<file path="config.mk">
export PLATFORM = sky130hd
export DESIGN_NAME = rst_sequencer
export DESIGN_NICKNAME = d
export VERILOG_FILES = /design/src/rtl/rst_sequencer_pkg.sv /design/src/rtl/rst_seq_timer.sv /design/src/rtl/rst_sequencer.sv
export SDC_FILE = /design/constraint.sdc
export NUM_CORES = 1
export LEC_CHECK = 0
export BUFFER_PORTS_ARGS = -buffer_cell sky130_fd_sc_hd__buf_2
export CORE_MARGIN = 2
export CORE_UTILIZATION = 40
export CTS_CLUSTER_DIAMETER = 80
export DETAILED_ROUTE_END_ITERATION = 8
export GPL_TIMING_DRIVEN = 1
export HOLD_SLACK_MARGIN = 0.06
export MAX_ROUTING_LAYER = met4
export PLACE_DENSITY_LB_ADDON = 0.15
export SKIP_LAST_GASP = 1
export SLEW_MARGIN = 20
export SYNTH_ARGS = -nofsm -noshare
export SYNTH_HDL_FRONTEND = slang
export SYNTH_HIERARCHICAL = 1
export SYNTH_SLANG_ARGS = --single-unit
export TNS_END_PERCENT = 1
</file>
<file path="constraint.sdc">
create_clock -name clk -period 2.75 [get_ports clk]
set_clock_uncertainty 0.1 [all_clocks]
set_input_delay 0.4125 -clock clk [delete_from_list [all_inputs] [get_ports clk]]
set_output_delay 0.4125 -clock clk [all_outputs]
set_load 0.02 [all_outputs]
</file>
<file path="src/rtl/rst_sequencer_pkg.sv">
// Bus constants, register offsets and FSM encoding shared by the reset sequencer files.
package rst_sequencer_pkg;

   localparam int BUS_WIDTH     = 32;
   localparam int BUS_ACC_WIDTH = 2;
   localparam logic [BUS_ACC_WIDTH-1:0] BUS_ACC_1B = 2'd0;

   localparam int RST_SEQ_CTRL = 0;
   localparam int RST_SEQ_DLY  = 1;
   localparam int RST_SEQ_STAT = 2;

   localparam logic [7:0] RST_SEQ_ALL = 8'hFF;

   typedef enum logic [1:0] {
      ST_IDLE   = 2'd0,
      ST_HOLD   = 2'd1,
      ST_STEP   = 2'd2,
      ST_SINGLE = 2'd3
   } rst_seq_state_e;

   // A programmed gap of 0 still has to last one cycle.
   function automatic logic [7:0] eff_dly(input logic [7:0] v);
      return (v == 8'd0) ? 8'd1 : v;
   endfunction

endpackage

</file>
<file path="src/rtl/rst_seq_timer.sv">
// 8-bit loadable down-counter; expire is high for the one cycle the count sits at 1.
// Always enabled; load has priority over counting.
module rst_seq_timer (
   input  logic       clk,
   input  logic       load,
   input  logic [7:0] d,
   output logic       expire
);

   logic [7:0] cnt_q;
   logic [7:0] cnt_d;

   always_comb begin
      cnt_d = cnt_q;
      if (load) begin
         cnt_d = d;
      end else if (cnt_q != 8'd0) begin
         cnt_d = cnt_q - 8'd1;
      end
   end

   // No reset of its own: the sequencer holds load high throughout rst.
   always_ff @(posedge clk) begin
      cnt_q <= cnt_d;
   end

   assign expire = (cnt_q == 8'd1);

endmodule

</file>
<file path="src/rtl/rst_sequencer.sv">
// Ordered release of a per-module active-low reset vector with a programmable gap, plus single pulses.
// Bus slave: resp/rdata registered one cycle after a legal req; fault is combinational, no stalls.
module rst_sequencer
   import rst_sequencer_pkg::*;
#(
   parameter int N        = 4,
   parameter int VA_WIDTH = 2,
   parameter int DLY_RST  = 8
) (
   input  logic                     clk,
   input  logic                     rst,
   output logic [N-1:0]             rst_ob,
   input  logic [VA_WIDTH-1:0]      addr,
   input  logic                     w_rb,
   input  logic [BUS_ACC_WIDTH-1:0] acc,
   output logic [BUS_WIDTH-1:0]     rdata,
   input  logic [BUS_WIDTH-1:0]     wdata,
   input  logic                     req,
   output logic                     resp,
   output logic                     fault
);

   localparam logic [VA_WIDTH-1:0] A_CTRL = VA_WIDTH'(RST_SEQ_CTRL);
   localparam logic [VA_WIDTH-1:0] A_DLY  = VA_WIDTH'(RST_SEQ_DLY);
   localparam logic [VA_WIDTH-1:0] A_STAT = VA_WIDTH'(RST_SEQ_STAT);
   localparam logic [7:0]          N_B    = 8'(N);
   localparam logic [3:0]          LAST   = 4'(N - 1);
   localparam logic [7:0]          D_RST  = eff_dly(8'(DLY_RST));

   rst_seq_state_e       state_q;
   logic [3:0]           step_q;
   logic [N-1:0]         rst_ob_q;
   logic [7:0]           dly_q;
   logic [7:0]           dly_d;
   logic                 resp_q;
   logic [BUS_WIDTH-1:0] rdata_q;
   logic [BUS_WIDTH-1:0] rdata_d;

   logic       busy;
   logic [7:0] wbyte;
   logic       illegal;
   logic       legal;
   logic       ctrl_wr;
   logic       go_all;
   logic       go_one;
   logic       dly_wr;
   logic [3:0] next_idx;
   logic       tmr_load;
   logic [7:0] tmr_d;
   logic       tmr_expire;

   function automatic logic [N-1:0] pulse_mask(input logic [3:0] idx);
      logic [N-1:0] m;
      for (int b = 0; b < N; b++) begin
         m[b] = (4'(b) != idx);
      end
      return m;
   endfunction

   function automatic logic [N-1:0] released_upto(input logic [3:0] idx);
      logic [N-1:0] m;
      for (int b = 0; b < N; b++) begin
         m[b] = (4'(b) <= idx);
      end
      return m;
   endfunction

   assign busy  = (state_q != ST_IDLE);
   assign wbyte = wdata[7:0];

   always_comb begin
      illegal = 1'b0;
      if (addr > A_STAT) begin
         illegal = 1'b1;
      end
      if (acc != BUS_ACC_1B) begin
         illegal = 1'b1;
      end
      if (w_rb && (addr == A_STAT)) begin
         illegal = 1'b1;
      end
      if (!w_rb && (addr == A_CTRL)) begin
         illegal = 1'b1;
      end
      if (w_rb && (addr == A_CTRL) && (busy || ((wbyte != RST_SEQ_ALL) && (wbyte >= N_B)))) begin
         illegal = 1'b1;
      end
      if (w_rb && (wdata[BUS_WIDTH-1:8] != '0)) begin
         illegal = 1'b1;
      end
   end

   assign fault   = req & illegal;
   assign legal   = req & ~illegal & ~rst;
   assign ctrl_wr = legal & w_rb & (addr == A_CTRL);
   assign go_all  = ctrl_wr & (wbyte == RST_SEQ_ALL);
   assign go_one  = ctrl_wr & (wbyte != RST_SEQ_ALL);
   assign dly_wr  = legal & w_rb & (addr == A_DLY);

   assign dly_d = dly_wr ? wbyte : dly_q;

   always_comb begin
      rdata_d = '0;
      if (legal && !w_rb) begin
         if (addr == A_DLY) begin
            rdata_d[7:0] = dly_q;
         end else if (addr == A_STAT) begin
            rdata_d[7:0] = {step_q, 3'b000, busy};
         end
      end
   end

   always_ff @(posedge clk) begin
      if (rst) begin
         dly_q   <= 8'(DLY_RST);
         resp_q  <= 1'b0;
         rdata_q <= '0;
      end else begin
         dly_q   <= dly_d;
         resp_q  <= legal;
         rdata_q <= rdata_d;
      end
   end

   // Index released by the next expiry: 0 leaving HOLD, k+1 while stepping.
   assign next_idx = (state_q == ST_HOLD) ? 4'd0 : (step_q + 4'd1);

   // Phase length comes from dly_q before any write landing on this edge.
   always_comb begin
      tmr_load = 1'b0;
      tmr_d    = eff_dly(dly_q);
      if (rst) begin
         tmr_load = 1'b1;
         tmr_d    = D_RST;
      end else if (go_all || go_one) begin
         tmr_load = 1'b1;
      end else if (tmr_expire && ((state_q == ST_HOLD) || (state_q == ST_STEP))
                   && (next_idx != LAST)) begin
         tmr_load = 1'b1;
      end
   end

   rst_seq_timer u_timer (
      .clk    (clk),
      .load   (tmr_load),
      .d      (tmr_d),
      .expire (tmr_expire)
   );

   always_ff @(posedge clk) begin
      if (rst) begin
         state_q  <= ST_HOLD;
         step_q   <= 4'd0;
         rst_ob_q <= '0;
      end else begin
         unique case (state_q)
            ST_IDLE: begin
               if (go_all) begin
                  state_q  <= ST_HOLD;
                  step_q   <= 4'd0;
                  rst_ob_q <= '0;
               end else if (go_one) begin
                  state_q  <= ST_SINGLE;
                  rst_ob_q <= pulse_mask(wbyte[3:0]);
               end
            end
            ST_HOLD, ST_STEP: begin
               if (tmr_expire) begin
                  rst_ob_q <= released_upto(next_idx);
                  if (next_idx == LAST) begin
                     state_q <= ST_IDLE;
                     step_q  <= 4'd0;
                  end else begin
                     state_q <= ST_STEP;
                     step_q  <= next_idx;
                  end
               end
            end
            ST_SINGLE: begin
               if (tmr_expire) begin
                  state_q  <= ST_IDLE;
                  rst_ob_q <= '1;
               end
            end
            default: begin
               state_q  <= ST_IDLE;
               rst_ob_q <= '1;
            end
         endcase
      end
   end

   assign rst_ob = rst_ob_q;
   assign resp   = resp_q;
   assign rdata  = rdata_q;

endmodule

</file>
Yosys cells after proc, flatten, opt, wreduce, memory -nomap -nowiden --
Index checks and enable logic that the tools add are counted.
Storage, ports and cells: memories 0, output and inout port bits 38, register bits 59, bits in latches 0, bits in writable memories 0, bits in read-only memories 0
Cells by class: div/mod/pow operators 0, bitwise gates (word level) 11, add/subtract/negate cells 2, multipliers 0, multiplexer cells 31, equality and inequality tests 17, reduce and logical (&&, ||, !) cells 27, magnitude comparators 6, shift-type cells 0
Operator list (number):
- 8-bit two-way mux | 6
- 4-bit two-way mux | 8
- 24-bit nonzero test | 1
- 4-bit one-hot mux with 3 select lines | 1
- 2-bit two-way mux | 5
- 1-bit logical AND | 9
- 1-bit two-way mux | 9
- 1-bit bitwise AND | 8
- 8-bit by 1-bit == test with 1-bit output, second input constant | 1
- 8-bit == test, second input constant | 1
- 8-bit by 3-bit >= comparator with 1-bit output, second input constant | 1
- 1-bit by 4-bit <= comparator with 1-bit output, first input constant | 2
- 2-bit by 4-bit <= comparator with 1-bit output, first input constant | 2
- 8-bit logical NOT | 1
- 2-bit by 4-bit != test with 1-bit output, first input constant | 2
- 8-bit != test, second input constant | 1
- 4-bit one-hot mux with 2 select lines | 1
- 2-bit nonzero test | 4
- 8-bit nonzero test | 1
- 8-bit by 1-bit subtractor with 8-bit output, second input constant | 1
- 2-bit == test, second input constant | 3
- 2-bit != test, second input constant | 3
- 2-bit one-hot mux with 3 select lines | 1
- 3-bit AND reduction | 2
- 13 further kinds | 20

Logic depth before layout (Yosys ltp) --
depth in word-level cells 17, mapped depth 8, gate-level depth less buffers 8

Cells and area by module --
Netlist, hierarchy kept.
By module, submodules not included:
- rst_sequencer | instances 1, cells each 208, seq. area each 540.5 um^2, area an instance 1791.7 um^2
- rst_seq_timer | instances 1, cells each 49, seq. area each 240.2 um^2, area an instance 494.2 um^2

Worst setup path after synthesis --
No wires, ideal clock.
path kind input-to-reg, start point input port wdata[21], end point register u_timer.cnt_q[0], enable pin, stages on the path 6, required time 2.313 ns, setup time 0.337 ns, arrival time 1.997 ns, setup slack 0.316 ns, path through nor4_1 > nand4_2 > a2111oi_4 > a211o_1 > inv_1 > nand3_1
Between the ends: word-level cells in the longest chain between the ends 13
RTL lines:
- from (decl) | RTL line rst_sequencer.sv:17 | input logic [BUS_WIDTH-1:0] wdata,
- 24-bit nonzero test (*) | RTL line rst_sequencer.sv:88 | if (w_rb && (wdata[BUS_WIDTH-1:8] != '0)) begin
- 1-bit logical AND (*) | RTL line rst_sequencer.sv:88
- 1-bit two-way mux (*) | RTL line rst_sequencer.sv:88
- 1-bit inverter (*) | RTL line rst_sequencer.sv:94 | assign legal = req & ~illegal & ~rst;
- 1-bit bitwise AND (*) (2 in a row) | RTL line rst_sequencer.sv:94
- 1-bit bitwise AND (*) (2 in a row) | RTL line rst_sequencer.sv:95 | assign ctrl_wr = legal & w_rb & (addr == A_CTRL);
- 1-bit bitwise AND (on tied branches) | RTL line rst_sequencer.sv:96, rst_sequencer.sv:97
- 1-bit logical OR (*) | RTL line rst_sequencer.sv:135 | end else if (go_all || go_one) begin
- 1-bit two-way mux (*) | RTL line rst_sequencer.sv:135
- 1-bit two-way mux (*) | RTL line rst_sequencer.sv:132 | if (rst) begin
- named net tmr_load | RTL line rst_sequencer.sv:48 | logic tmr_load;
- 2-bit nonzero test (no line) (*)
- to (signal assigned) | RTL line rst_seq_timer.sv:24 | cnt_q <= cnt_d;
- to (decl) | RTL line rst_seq_timer.sv:10 | logic [7:0] cnt_q;
Mark *: on every way through the listed nets, which the timed path passes. The rest lies on a longest branch. A chain may end at the register's enable or synchronous reset.

Worst setup path after layout --
start point register step_q[0], end point register u_timer.cnt_q[7], data pin
Between the ends: word-level cells in the longest chain between the ends 8
RTL lines:
- from (decl) | RTL line rst_sequencer.sv:31 | logic [3:0] step_q;
- from (signal assigned) | RTL line rst_sequencer.sv:175 | step_q <= next_idx;
- 4-bit by 1-bit adder with 4-bit output | RTL line rst_sequencer.sv:126 | assign next_idx = (state_q == ST_HOLD) ? 4'd0 : (step_q + 4'd1);
- 4-bit two-way mux | RTL line rst_sequencer.sv:126
- 4-bit by 2-bit != test with 1-bit output | RTL line rst_sequencer.sv:138 | && (next_idx != LAST)) begin
- 1-bit logical AND | RTL line rst_sequencer.sv:138
- 1-bit two-way mux | RTL line rst_sequencer.sv:137 | end else if (tmr_expire && ((state_q == ST_HOLD) || (state_q == ST_STEP))
- 1-bit two-way mux | RTL line rst_sequencer.sv:135
- 1-bit two-way mux | RTL line rst_sequencer.sv:132
- named net tmr_load | RTL line rst_sequencer.sv:48
- 8-bit two-way mux | RTL line rst_seq_timer.sv:15 | if (load) begin
- named net u_timer.cnt_d[7] | RTL line rst_seq_timer.sv:11 | logic [7:0] cnt_d;
The timed path passes the listed nets, and every way through them passes these cells.

==> summary.md <==
| Metric | Value |
|---|---|
| Status | finished clean |
| GRT Total Usage | 18.5% |
| Final Hold Fails | 0 |
| Synth top area share | 23.6% |
| Crit path kind | reg -> reg |
| Final setup fails | 0 |
| DRC viols | 0 |
| Worst hold slack | 0.313 ns |
| Fin. max-slew vios | 0 |
| DRT antenna net count | 0 |
| Antenna cells | 0 |
| MaxCap Viol Count | 0 |
| Area leader, netlist | dfxtp_1 |
| Worst R2R Start | step_q[0] |
| GPL Wtd Cong | 0.865 |
| Sequential fraction of the synthesis area | 34.2% |
| Min Tclk post-route | 2.70 ns |
| HP Class | in -> reg |
| Area growth syn-to-layout | 17.1% |
| Data required, critical path | 2.81 ns |
| Sw Share | 40.0% |
| First-pass GRT wire length | 8980 um |
| Unrepaired setup endpoints after global routing | yes |
| Synthesized area | 0.00229 sq mm |
| Cts bufs inserted | 5 |
| FF-to-FF path depth | 8 |
| Drt first-iter violations | 61 |
| Netlist cell types | 55 |
| Area post-placement | 0.00258 sq mm |
| Post-synthesis area per instance | 8.89 sq um |
| Layout cells sized above 1 | 24.8% |
| Min-delay src | wdata[7] |
| Storage element area | 781 sq um |
| Core Region | 0.00551 sq mm |
| Max clock buf depth | 2 |
| Hold EP | dly_q[7] |
| Worst-Skew Late Latency | 0.29 ns |
| Static Leak | 1.13 nW |
| FP Rows | 27 |
| Total Nets Final | 365 |
| Hold depth | 3 |
| Wirelength, routed | 5550 um |
| Sw power | 0.791 mW |
| CP Capture Type | register |
| Post-synthesis register bit count | 35 |
| Area of the multi-input gates | 0.00133 sq mm |
| Max FO, Critical Path | 12 |
| Starting Density | 41.5% |
| Vias | 2,057 |
| Initial antenna violation count | 0 |
| Pin count of the biggest net entering global routing | 28 |
| Top cells by area, synth | dfxtp_1, edfxtp_1, buf_4 |
| H-tree depth | 2 |
| Kind of start point of the critical path | register |
| Vias in the first global route | 1,869 |
| Comb pwr share | 43.9% |
| VDD IR max | 501 uV |
| IO buf count | 53 |
| Fmax | 370 MHz |
| CTS Sinks | 35 |
| Die Y | 79.6 um |
| Placed cell count | 383 |
| Total die area | 0.00634 sq mm |
| Reg2reg end | u_timer/cnt_q[7] |
| Finished Cell Area | 0.00268 sq mm |
| Fillers | 555 |
| Die width | 79.6 um |
| PD cells | 739 mW/mm^2 |
| Initial DRT Pass Iterations | 4 |
| CTS clk-pin slew, worst paths | 0.08 ns |
| Ys Warns | 6 |
| Flop pwr share | 36.1% |
| Mapped Cells | 257 |
| Fin crit share | 98.2% |
| Post-Layout Cell Count | 391 |
| HPWL Detailed | 4310 um |
| Reg2Reg Setup Slack | 0.05 ns |
| CTS tree | done |
| P_int | 1.19 mW |
| Most common flop cell mapped by yosys | dfxtp_1 |
| Async SR Flop Fraction | 0% |
| Root Driver | clkbuf_8 |
| Clock network power share | 20.0% |
| Vias/cell | 5.26 |
| Grt ovf | 0 |
| Post-synth EDFFs | 8 |
| Critical Path AT | 2.76 ns |
| Wire per inst | 14.2 um |
| Top-Level Pins | 78 |
cells in the final DEF, fill, tap and decap left out, types with 5 or more instances in the layout:
cell	netlist	routed
mux2i_1	9	9
and2_1	6	6
clkbuf_8	0	6
nand3_1	6	5
inv_1	14	14
nor2_1	15	15
buf_4	24	9
nand2_1	16	16
o21ai_0	9	9
nand4_1	6	6
buf_2	1	53
nor4_1	12	12
nor2b_1	9	9
conb_1	1	24
ha_1	7	7
edfxtp_1	8	8
a21oi_1	10	10
dfxtp_1	27	27
a22o_1	5	5
cells in the mapped netlist, types with 7 or more instances:
| cell | instances |
|---|---|
| a21oi_1 | 10 |
| nor2b_1 | 9 |
| nor2_1 | 15 |
| inv_1 | 14 |
| nor4_1 | 12 |
| dfxtp_1 | 27 |
| nand2_1 | 16 |
| edfxtp_1 | 8 |
| o21ai_0 | 9 |
| buf_4 | 24 |
| mux2i_1 | 9 |
| ha_1 | 7 |
flip-flops by register name, summed over array words and instances (netlist names):
| name | cells |
|---|---|
| dly_q | 8 |
| rdata | 8 |
| resp | 1 |
| rst_ob | 4 |
| state_q | 2 |
| step_q | 4 |
| u_timer/cnt_q | 8 |
worst max-delay path: stages, from the launching register on:
cell	delay [ns]
dfxtp_1	0.49
ha_1	0.30
nand2_1	0.11
o31ai_1	0.23
a31oi_1	0.19
a211o_1	0.36
buf_4	0.18
or4_1	0.51
nand3_1	0.09
what timing repair did:
action	4_1_cts	5_1_grt
buffers inserted	0	0
hold buffers	0	0
endpoints found under the setup margin	0	9
resized for setup	0	1
final cells by class:
| class | count | share of cell area, % |
|---|---|---|
| clock inverter | 1 | 0.187 |
| timing repair buffer | 62 | 12.4 |
| clock buffer | 7 | 3.23 |
| tap | 72 | 3.37 |
| inverter | 14 | 1.96 |
| sequential | 35 | 29.2 |
| multi-input combinational | 200 | 49.6 |
stage by stage:
step | setup TNS, ns | power (mW) | util (%) | setup WS [ns]
floorplan | 0 | 1.35 | - | 0.316
global placement | 0 | 1.59 | 46.9 | 0.0619
detailed placement | 0 | 1.58 | 46.9 | 0.0751
CTS | 0 | 1.98 | 48.5 | 0.0594
global route | -0.117 | 2.12 | 48.6 | -0.117
finish | 0 | 1.98 | 48.6 | 0.0501
metal layers:
metal  share of wire, %  vias to the layer above  GRT usage (%)
li1                   -                     1032              -
met1                 46                      980           22.2
met2                 50                       36           30.8
met3                3.0                        9           4.07
met4                1.6                        0           5.86
met5                  0                        -              -
power groups by stage:
stage / combinational, mW / sequential, mW / clock [mW]
after floorplan: 0.611 / 0.743 / 0
after global placement: 0.867 / 0.725 / 0
after detailed placement: 0.850 / 0.726 / 0
after CTS: 0.857 / 0.714 / 0.408
after global routing: 0.966 / 0.728 / 0.431
final: 0.868 / 0.714 / 0.395
kinds of logic (layout without fill, tap and decap cells):
logic type               Yosys count  after routing  synth area share [%]
AO/OA/AOI/OAI                     58             58                  19.0
XOR/XNOR                           3              3                  1.15
adder cells (fa/ha/maj)            7              7                  3.83
buffers and inverters             45             84                  11.7
flip-flops                        35             35                  34.2
multiplexers                       9              9                  3.94
other                              1             24                 0.164
AND/OR/NAND/NOR                   99             99                  26.1
worst max path at each step:
stage	from	endpoint	slack (ns)	depth (start not counted)
finish	step_q[0]	u_timer/cnt_q[7]	0.05	8
global route	step_q[0]	u_timer/cnt_q[7]	-0.12	8
CTS	step_q[0]	u_timer/cnt_q[7]	0.06	8
detailed placement	step_q[0]	u_timer/cnt_q[7]	0.08	8
global placement	step_q[0]	u_timer/cnt_q[7]	0.06	8
floorplan	wdata[21]	u_timer/cnt_q[0]	0.32	6
Note: power is estimated with default switching activity, not from simulation.
